$ cat config.mk
export PLATFORM = sky130hd
export DESIGN_NAME = rob_isu
export DESIGN_NICKNAME = d
export VERILOG_FILES = /design/src/rtl/rob_isu.sv
export SDC_FILE = /design/constraint.sdc
export NUM_CORES = 1
export LEC_CHECK = 0
export BUFFER_PORTS_ARGS = -buffer_cell sky130_fd_sc_hd__buf_2
export CORE_ASPECT_RATIO = 0.7
export CORE_MARGIN = 2
export CORE_UTILIZATION = 40
export CTS_CLUSTER_DIAMETER = 150
export DETAILED_ROUTE_END_ITERATION = 8
export PLACE_DENSITY_LB_ADDON = 0.15
export SYNTH_ARGS = -nofsm -noshare
export SYNTH_HDL_FRONTEND = slang
export SYNTH_SLANG_ARGS = --single-unit
$ cat constraint.sdc
create_clock -name clk -period 8.55 [get_ports clk]
set_clock_uncertainty 0.1 [all_clocks]
set_input_delay 0.4275 -clock clk [delete_from_list [all_inputs] [get_ports clk]]
set_output_delay 0.4275 -clock clk [all_outputs]
set_load 0.01 [all_outputs]
$ cat src/rtl/rob_isu.sv
// rob_isu: credit-gated in-order issue stage that tags each request with the next ROB id.
// Define ROB_ISU_BYPASS_EN to let a request skip the empty FIFO and issue in its accept cycle.
module rob_isu #(
    parameter int ROB_SIZE   = 8,
    parameter int ROB_ID_W   = $clog2(ROB_SIZE),
    parameter int CRDT_W     = $clog2(ROB_SIZE + 1),
    parameter int DATA_W     = 128,
    parameter int FIFO_DEPTH = 2
) (
    input  logic                clk,
    input  logic                rst,
    input  logic                u_req_valid,
    output logic                u_req_ready,
    input  logic [DATA_W-1:0]   u_req_data,
    output logic                d_isu_valid,
    input  logic                d_isu_ready,
    output logic [ROB_ID_W-1:0] d_isu_rob_id,
    output logic [DATA_W-1:0]   d_isu_data,
    input  logic                u_crdt_rtn,
    output logic [CRDT_W-1:0]   crdt_cnt,
    output logic                idle,
    output logic                crdt_err
);
    localparam int PTR_W = FIFO_DEPTH > 1 ? $clog2(FIFO_DEPTH) : 1;
    localparam int CNT_W = $clog2(FIFO_DEPTH + 1);

    logic [DATA_W-1:0]   mem_q [FIFO_DEPTH];
    logic [PTR_W-1:0]    rd_ptr_q, rd_ptr_d, wr_ptr_q, wr_ptr_d;
    logic [CNT_W-1:0]    cnt_q, cnt_d;
    logic [ROB_ID_W-1:0] id_q, id_d;
    logic [CRDT_W-1:0]   crdt_q, crdt_d;
    logic                err_q, err_d;
    logic                fifo_empty, fifo_full, has_crdt, crdt_full, byp, push, pop, issue;

    assign fifo_empty = cnt_q == '0;
    assign fifo_full  = cnt_q == CNT_W'(FIFO_DEPTH);
    assign has_crdt   = crdt_q != '0;
    assign crdt_full  = crdt_q == CRDT_W'(ROB_SIZE);
`ifdef ROB_ISU_BYPASS_EN
    assign byp = fifo_empty & has_crdt;
`else
    assign byp = 1'b0;
`endif
    assign u_req_ready  = !fifo_full;
    assign d_isu_valid  = byp ? u_req_valid : (!fifo_empty & has_crdt);
    assign d_isu_data   = byp ? u_req_data : mem_q[rd_ptr_q];
    assign d_isu_rob_id = id_q;
    assign issue        = d_isu_valid & d_isu_ready;
    // A bypassed request that issues immediately never occupies the FIFO
    assign push         = u_req_valid & u_req_ready & !(byp & issue);
    assign pop          = issue & !byp;
    assign crdt_cnt     = crdt_q;
    assign idle         = fifo_empty & crdt_full;
    assign crdt_err     = err_q;

    always_comb begin
        rd_ptr_d = pop ? ((rd_ptr_q == PTR_W'(FIFO_DEPTH - 1)) ? '0 : rd_ptr_q + 1'b1) : rd_ptr_q;
        wr_ptr_d = push ? ((wr_ptr_q == PTR_W'(FIFO_DEPTH - 1)) ? '0 : wr_ptr_q + 1'b1) : wr_ptr_q;
        cnt_d    = cnt_q + CNT_W'(push) - CNT_W'(pop);
        id_d     = issue ? ((id_q == ROB_ID_W'(ROB_SIZE - 1)) ? '0 : id_q + 1'b1) : id_q;
        crdt_d   = (issue & !u_crdt_rtn) ? crdt_q - 1'b1 :
                   (u_crdt_rtn & !issue & !crdt_full) ? crdt_q + 1'b1 : crdt_q;
        err_d    = err_q | (u_crdt_rtn & !issue & crdt_full);
    end

    always_ff @(posedge clk or posedge rst) begin
        if (rst) begin
            rd_ptr_q <= '0;
            wr_ptr_q <= '0;
            cnt_q    <= '0;
            id_q     <= '0;
            crdt_q   <= CRDT_W'(ROB_SIZE);
            err_q    <= 1'b0;
        end else begin
            rd_ptr_q <= rd_ptr_d;
            wr_ptr_q <= wr_ptr_d;
            cnt_q    <= cnt_d;
            id_q     <= id_d;
            crdt_q   <= crdt_d;
            err_q    <= err_d;
        end
    end

    always_ff @(posedge clk) begin
        if (push) mem_q[wr_ptr_q] <= u_req_data;
    end
endmodule
# Word level (Yosys, flattened, before mapping)
# Memory sizes are Yosys's and may differ from the RTL's.
# Cells that the tools add are included.
totals:
  out_inout_bits: 139
  in_bits: 133
  word_cells: 41
  ramBits: 256
  register_bits: 12
  mem_count: 1
classes:
  muxes: 7
  n_bitwise: 9
  n_eq_ne: 3
  n_addsub: 7
  reduce_logical: 8
mem_list:
  columns: ["memory", "depth", "width", "read_ports", "rd_clocked_by_memory_dff", "write_ports", "line", "rtl"]
  rows:
  - ["mem_q", 2, 128, 1, 0, 1, "27", "logic [DATA_W-1:0] mem_q [FIFO_DEPTH];"]
op_table:
  columns: ["op", "n"]
  rows:
  - ["$and A1 B1 Y1", 8]
  - ["$mux W4", 2]
  - ["$logic_not A1 Y1", 5]
  - ["$add A4 B1 Y4 const B", 1]
  - ["$eq A4 B4 Y1 const B", 1]
  - ["$mux W1", 4]
  - ["$reduce_bool A4 Y1", 1]
  - ["$sub A4 B1 Y4 const B", 1]
  - ["$add A3 B1 Y3 const B", 1]
  - ["$eq A3 B3 Y1 const B", 1]
  - ["$mux W3", 1]
  - ["$add A1 B1 Y1 const B", 2]
  - ["$add A2 B1 Y2", 1]
  - ["$eq A2 B2 Y1 const B", 1]
  - ["$logic_not A2 Y1", 1]
  - ["$reduce_bool A2 Y1", 1]
  - ["$sub A2 B1 Y2", 1]
  - ["$or A1 B1 Y1", 1]

# Longest topological paths before layout
logic_depth:
  ltp_word: 9
  ltp_mapped: 8
  ltp_nobuf: 8

# Worst setup path after synthesis
# OpenSTA, ideal clock, no wires.
synth_path:
  path_kind: "flip-flop to flip-flop"
  startpoint: "register cnt_q[0]"
  endpoint: "memory mem_q[0][0] (enable)"
  setup_time_ns: 0.617
  path_slack_ns: 1.794
  path_buffers: 0
  synth_period_minus_slack_ns: 6.756
  required_time_ns: 7.833
  arrival_time_ns: 6.040
  path_stages_with_launch: 4
  cell_sequence: "dfrtp_1 -> nand2b_1 -> nand2_1 -> nor2_1"
synth_between:
  elab_chain_len: 5
synth_rtl:
  columns: ["element", "line", "rtl"]
  rows:
  - ["start: declaration", "29", "logic [CNT_W-1:0] cnt_q, cnt_d;"]
  - ["start signal: assignment", "77", "cnt_q <= cnt_d;"]
  - ["$eq A2 B2 Y1", "36", "assign fifo_full = cnt_q == CNT_W'(FIFO_DEPTH);"]
  - ["$logic_not A1 Y1", "44", "assign u_req_ready = !fifo_full;"]
  - ["named net u_req_ready", "13", "output logic u_req_ready,"]
  - ["$and A1 B1 Y1", "50", "assign push = u_req_valid & u_req_ready & !(byp & issue);"]
  - ["$mux W1", "85", "if (push) mem_q[wr_ptr_q] <= u_req_data;"]
  - ["$mux W1 (implied by the code)", "85", null]
  - ["end: declaration", "27", null]
# The timed path passes the listed nets, and every way through them passes these cells.

# Worst setup path in the final report
layout_path:
  startpoint: "register rd_ptr_q"
  endpoint: "output port d_isu_data[66]"
layout_between:
  elab_chain_len: 1
layout_rtl:
  columns: ["element", "line", "rtl"]
  rows:
  - ["start: declaration", "28", "logic [PTR_W-1:0] rd_ptr_q, rd_ptr_d, wr_ptr_q, wr_ptr_d;"]
  - ["start signal: assignment", "75", "rd_ptr_q <= rd_ptr_d;"]
  - ["$mem_v2 Z2 W128", null, null]
  - ["end: declaration", "18", "output logic [DATA_W-1:0] d_isu_data,"]
# Every way passes these cells.

==> key figures <==
Status
  • Status: completed

STA
  • Final setup viols: 0
  • Hold Vio Cnt, Final: 0
  • TNS Setup: 0 ps
  • Slew Limit Fails: 0
  • Post-route clock period utilization: 41.78%
  • Slew HR: 34.93%
  • Post-layout minimum cycle time: 3572 ps
  • Fmax achieved: 279.9 MHz
  • RSZ-0062 raised after global routing: no
  • Slew @ Worst Pin: 976.1 ps

Clock tree
  • Clk_lat worst skew: 540 ps
  • Clock-pin slew on the worst setup and hold paths: 60 ps
  • CTS tree: yes
  • H-tree depth: 1
  • CTS root buf: clkbuf_16
  • Resized cells post-CTS: 0
  • CTS Buf Count: 28
  • CTS max path bufs: 3
  • Clock Sinks: 268

Synth
  • Synth Flop Type: edfxtp_1
  • Yosys reg bits: 268
  • Post-synthesis cell type count: 28
  • Yosys Warn Count: 0
  • Synth top area cells: edfxtp_1 (78%), mux2_2 (15%), dfrtp_1 (2.8%)
  • FFs w/ async S/R, synth: 4.478%
  • Synth Area per Inst: 21.38 µm²
  • Cell area after synthesis: 9878 µm²
  • Synth Net Count: 600
  • Sequential area share after synthesis: 80.87%
  • Yosys top cell by area: edfxtp_1
  • Cells after Synth: 462
  • Post-synth top area share: 77.82%
  • Number of synthesized flops with an enable pin: 256

Die
  • Initial core utilization: 40.41%
  • Die Y: 135.5 µm
  • Die W: 191.8 µm
  • Core area: 24,440 µm²
  • Rows: 48
  • Die area: 25,990 µm²
  • I/O pins: 272

Power
  • Internal Dissipation: 3.213 mW
  • Combinational Power Share: 28.5%
  • Sw frac: 29.11%
  • P_sw: 1.319 mW
  • Leak Pwr: 5.295 nW
  • Clock power frac: 28.4%
  • Max IR drop VDD: 0.2166 mV
  • Total power: 4.532 mW
  • Flop pwr share: 43.1%
  • Power Dens Cells: 325.7 nW/µm²

Worst setup path
  • Reg-to-Reg End: mem_q[0][111]
  • Worst path arrival time: 3040 ps
  • Crit Reg-Reg Startpoint: cnt_q[0]
  • Worst path cell trace: buf_4, mux2_2, buf_2
  • Max FO, Critical Path: 65
  • Reg2reg path depth: 5
  • Max stage delay on crit path: 990 ps
  • CP max-delay cell: dfrtp_4
  • Worst reg-to-reg setup slack: 5260 ps
  • CP required: 8020 ps
  • CP Launch Point: rd_ptr_q
  • Crit path capture type: primary output
  • Critical path type: reg2out
  • Type of origin of the critical path: register

Layout
  • Final #Nets: 1,019
  • Layout cells sized above 1: 50.72%
  • Most frequent cells in the layout: buf_2 (271), edfxtp_1 (256), mux2_2 (131), dlygate4sd3_1 (129), clkbuf_16 (29)
  • Leading cell type in the layout, fill and taps excluded: buf_2
  • Area growth, synth to finish: 40.85%
  • Fin area: 13,910 µm²

Job
  • # Max-Cap Violations: 0

Drt
  • Starting DRT DRC Count: 244
  • Drt drc: 0
  • Via density per instance: 4.591
  • Routed length per instance: 17.00 µm
  • Post-route ant nets: 0
  • Drt pass-1 iters: 4
  • Routed vias: 5,652
  • Wirelength, routed: 20,920 µm

Global routing
  • Initial antenna violation count: 3
  • Vias in the first global route: 6,009
  • Gr usage total: 15.68%
  • First-pass GRT wire length: 31,590 µm
  • Largest net degree at the start of global routing: 72
  • Global route overflow: 0

Placement
  • HPWL after DPL: 13,130 µm
  • Port bufs: 271
  • Placed Area: 11,620 µm²
  • Placer congestion estimate: 0.7532

Min path
  • Hold depth: 3
  • Hold Path Origin: u_req_valid
  • Hold Path Class: in2reg
  • Hold Path End: wr_ptr_q
## synth_stat cells, drive strengths merged, types with 2 or more instances
master,n
xnor2,6
edfxtp,256
and3,2
mux2i,2
clkbuf,4
mux2,131
nor3,4
o21ai,3
o211ai,2
nand2,4
buf,11
ha,5
dfrtp,11
inv,3
nor2,7
## power by group through the flow
stage          clock network (mW)  registers (mW)  logic [mW]
2_1_floorplan                   0            1.95       0.820
3_3_place_gp                    0            1.97        1.25
3_5_place_dp                    0            1.99        1.26
4_1_cts                      1.32            1.96        1.32
5_1_grt                      1.37            1.99        1.40
6_report                     1.29            1.95        1.29
## how the worst max path moves through the flow
stage                endpoint  slack (ps)  cells past startpoint
3_3_place_gp     mem_q[0][39]        5310                      5
6_report       d_isu_data[66]        4980                      3
5_1_grt        d_isu_data[59]        4820                      3
3_5_place_dp     mem_q[0][42]        5200                      5
2_1_floorplan     mem_q[0][0]        1790                      3
4_1_cts        d_isu_data[59]        4910                      3
## cell type report
class                   instances  area [µm²]
inverters                       3       11.26
clock inverters                15       211.5
clock buffers                  37       785.8
repair buffers                404        2678
multi-input cells             176        1821
well taps                     325       406.6
flip-flops and latches        268        7993
diodes                          3       7.507
fillers                      1932       10530
## worst max-delay path, delay by kind of cell, from the launching register on
| kind | cells | cell delay [ps] |
|---|---|---|
| DFF | 1 | 990 |
| buffers and inverters | 2 | 950 |
| muxes | 1 | 440 |
## what timing repair did
action,in CTS,in global routing
hold endpoints to repair,267,0
hold buffers,129,0
buffers inserted,0,0
## sequential cells by signal, summed over array words and instances (netlist names)
signal and count:
mem_q 256, crdt_cnt 4, d_isu_rob_id 3, cnt_q 2, crdt_err 1, rd_ptr_q 1, wr_ptr_q 1
## routing by layer
| metal | vias to the layer above | track usage, % | part of all wire (%) |
|---|---|---|---|
| li1 | 2685 | - | - |
| met1 | 2738 | 20.04 | 43 |
| met2 | 196 | 25.97 | 47 |
| met3 | 33 | 4.947 | 8.2 |
| met4 | 0 | 4.274 | 2.0 |
| met5 | - | 0 | 0 |
## cell families (layout without fill, tap and decap cells)
| group | count (synthesis) | count (layout) | synth area share, % |
|---|---|---|---|
| xor+xnor | 7 | 7 | 0.6207 |
| other cells | 0 | 3 | 0 |
| simple gates | 23 | 23 | 1.343 |
| flops | 268 | 268 | 80.87 |
| compound gates | 8 | 8 | 0.5699 |
| buf+inv | 18 | 459 | 0.8232 |
| mux | 133 | 133 | 15.14 |
| fa+ha+maj | 5 | 5 | 0.6333 |
## per-stage QoR
| step | hold slack, ps | worst slack, ps | utilization [%] | instances |
|---|---|---|---|---|
| finish | 182.0 | 4978 | 56.92 | 1231 |
| global route | 176.2 | 4818 | 56.92 | 1231 |
| CTS | 158.8 | 4912 | 56.89 | 1228 |
| detailed placement | 366.6 | 5196 | 47.53 | 1047 |
| global placement | 352.8 | 5310 | 47.53 | 1047 |
| floorplan | 191.5 | 1794 | - | 462 |
No activity file was read; power rests on OpenSTA's default activity.
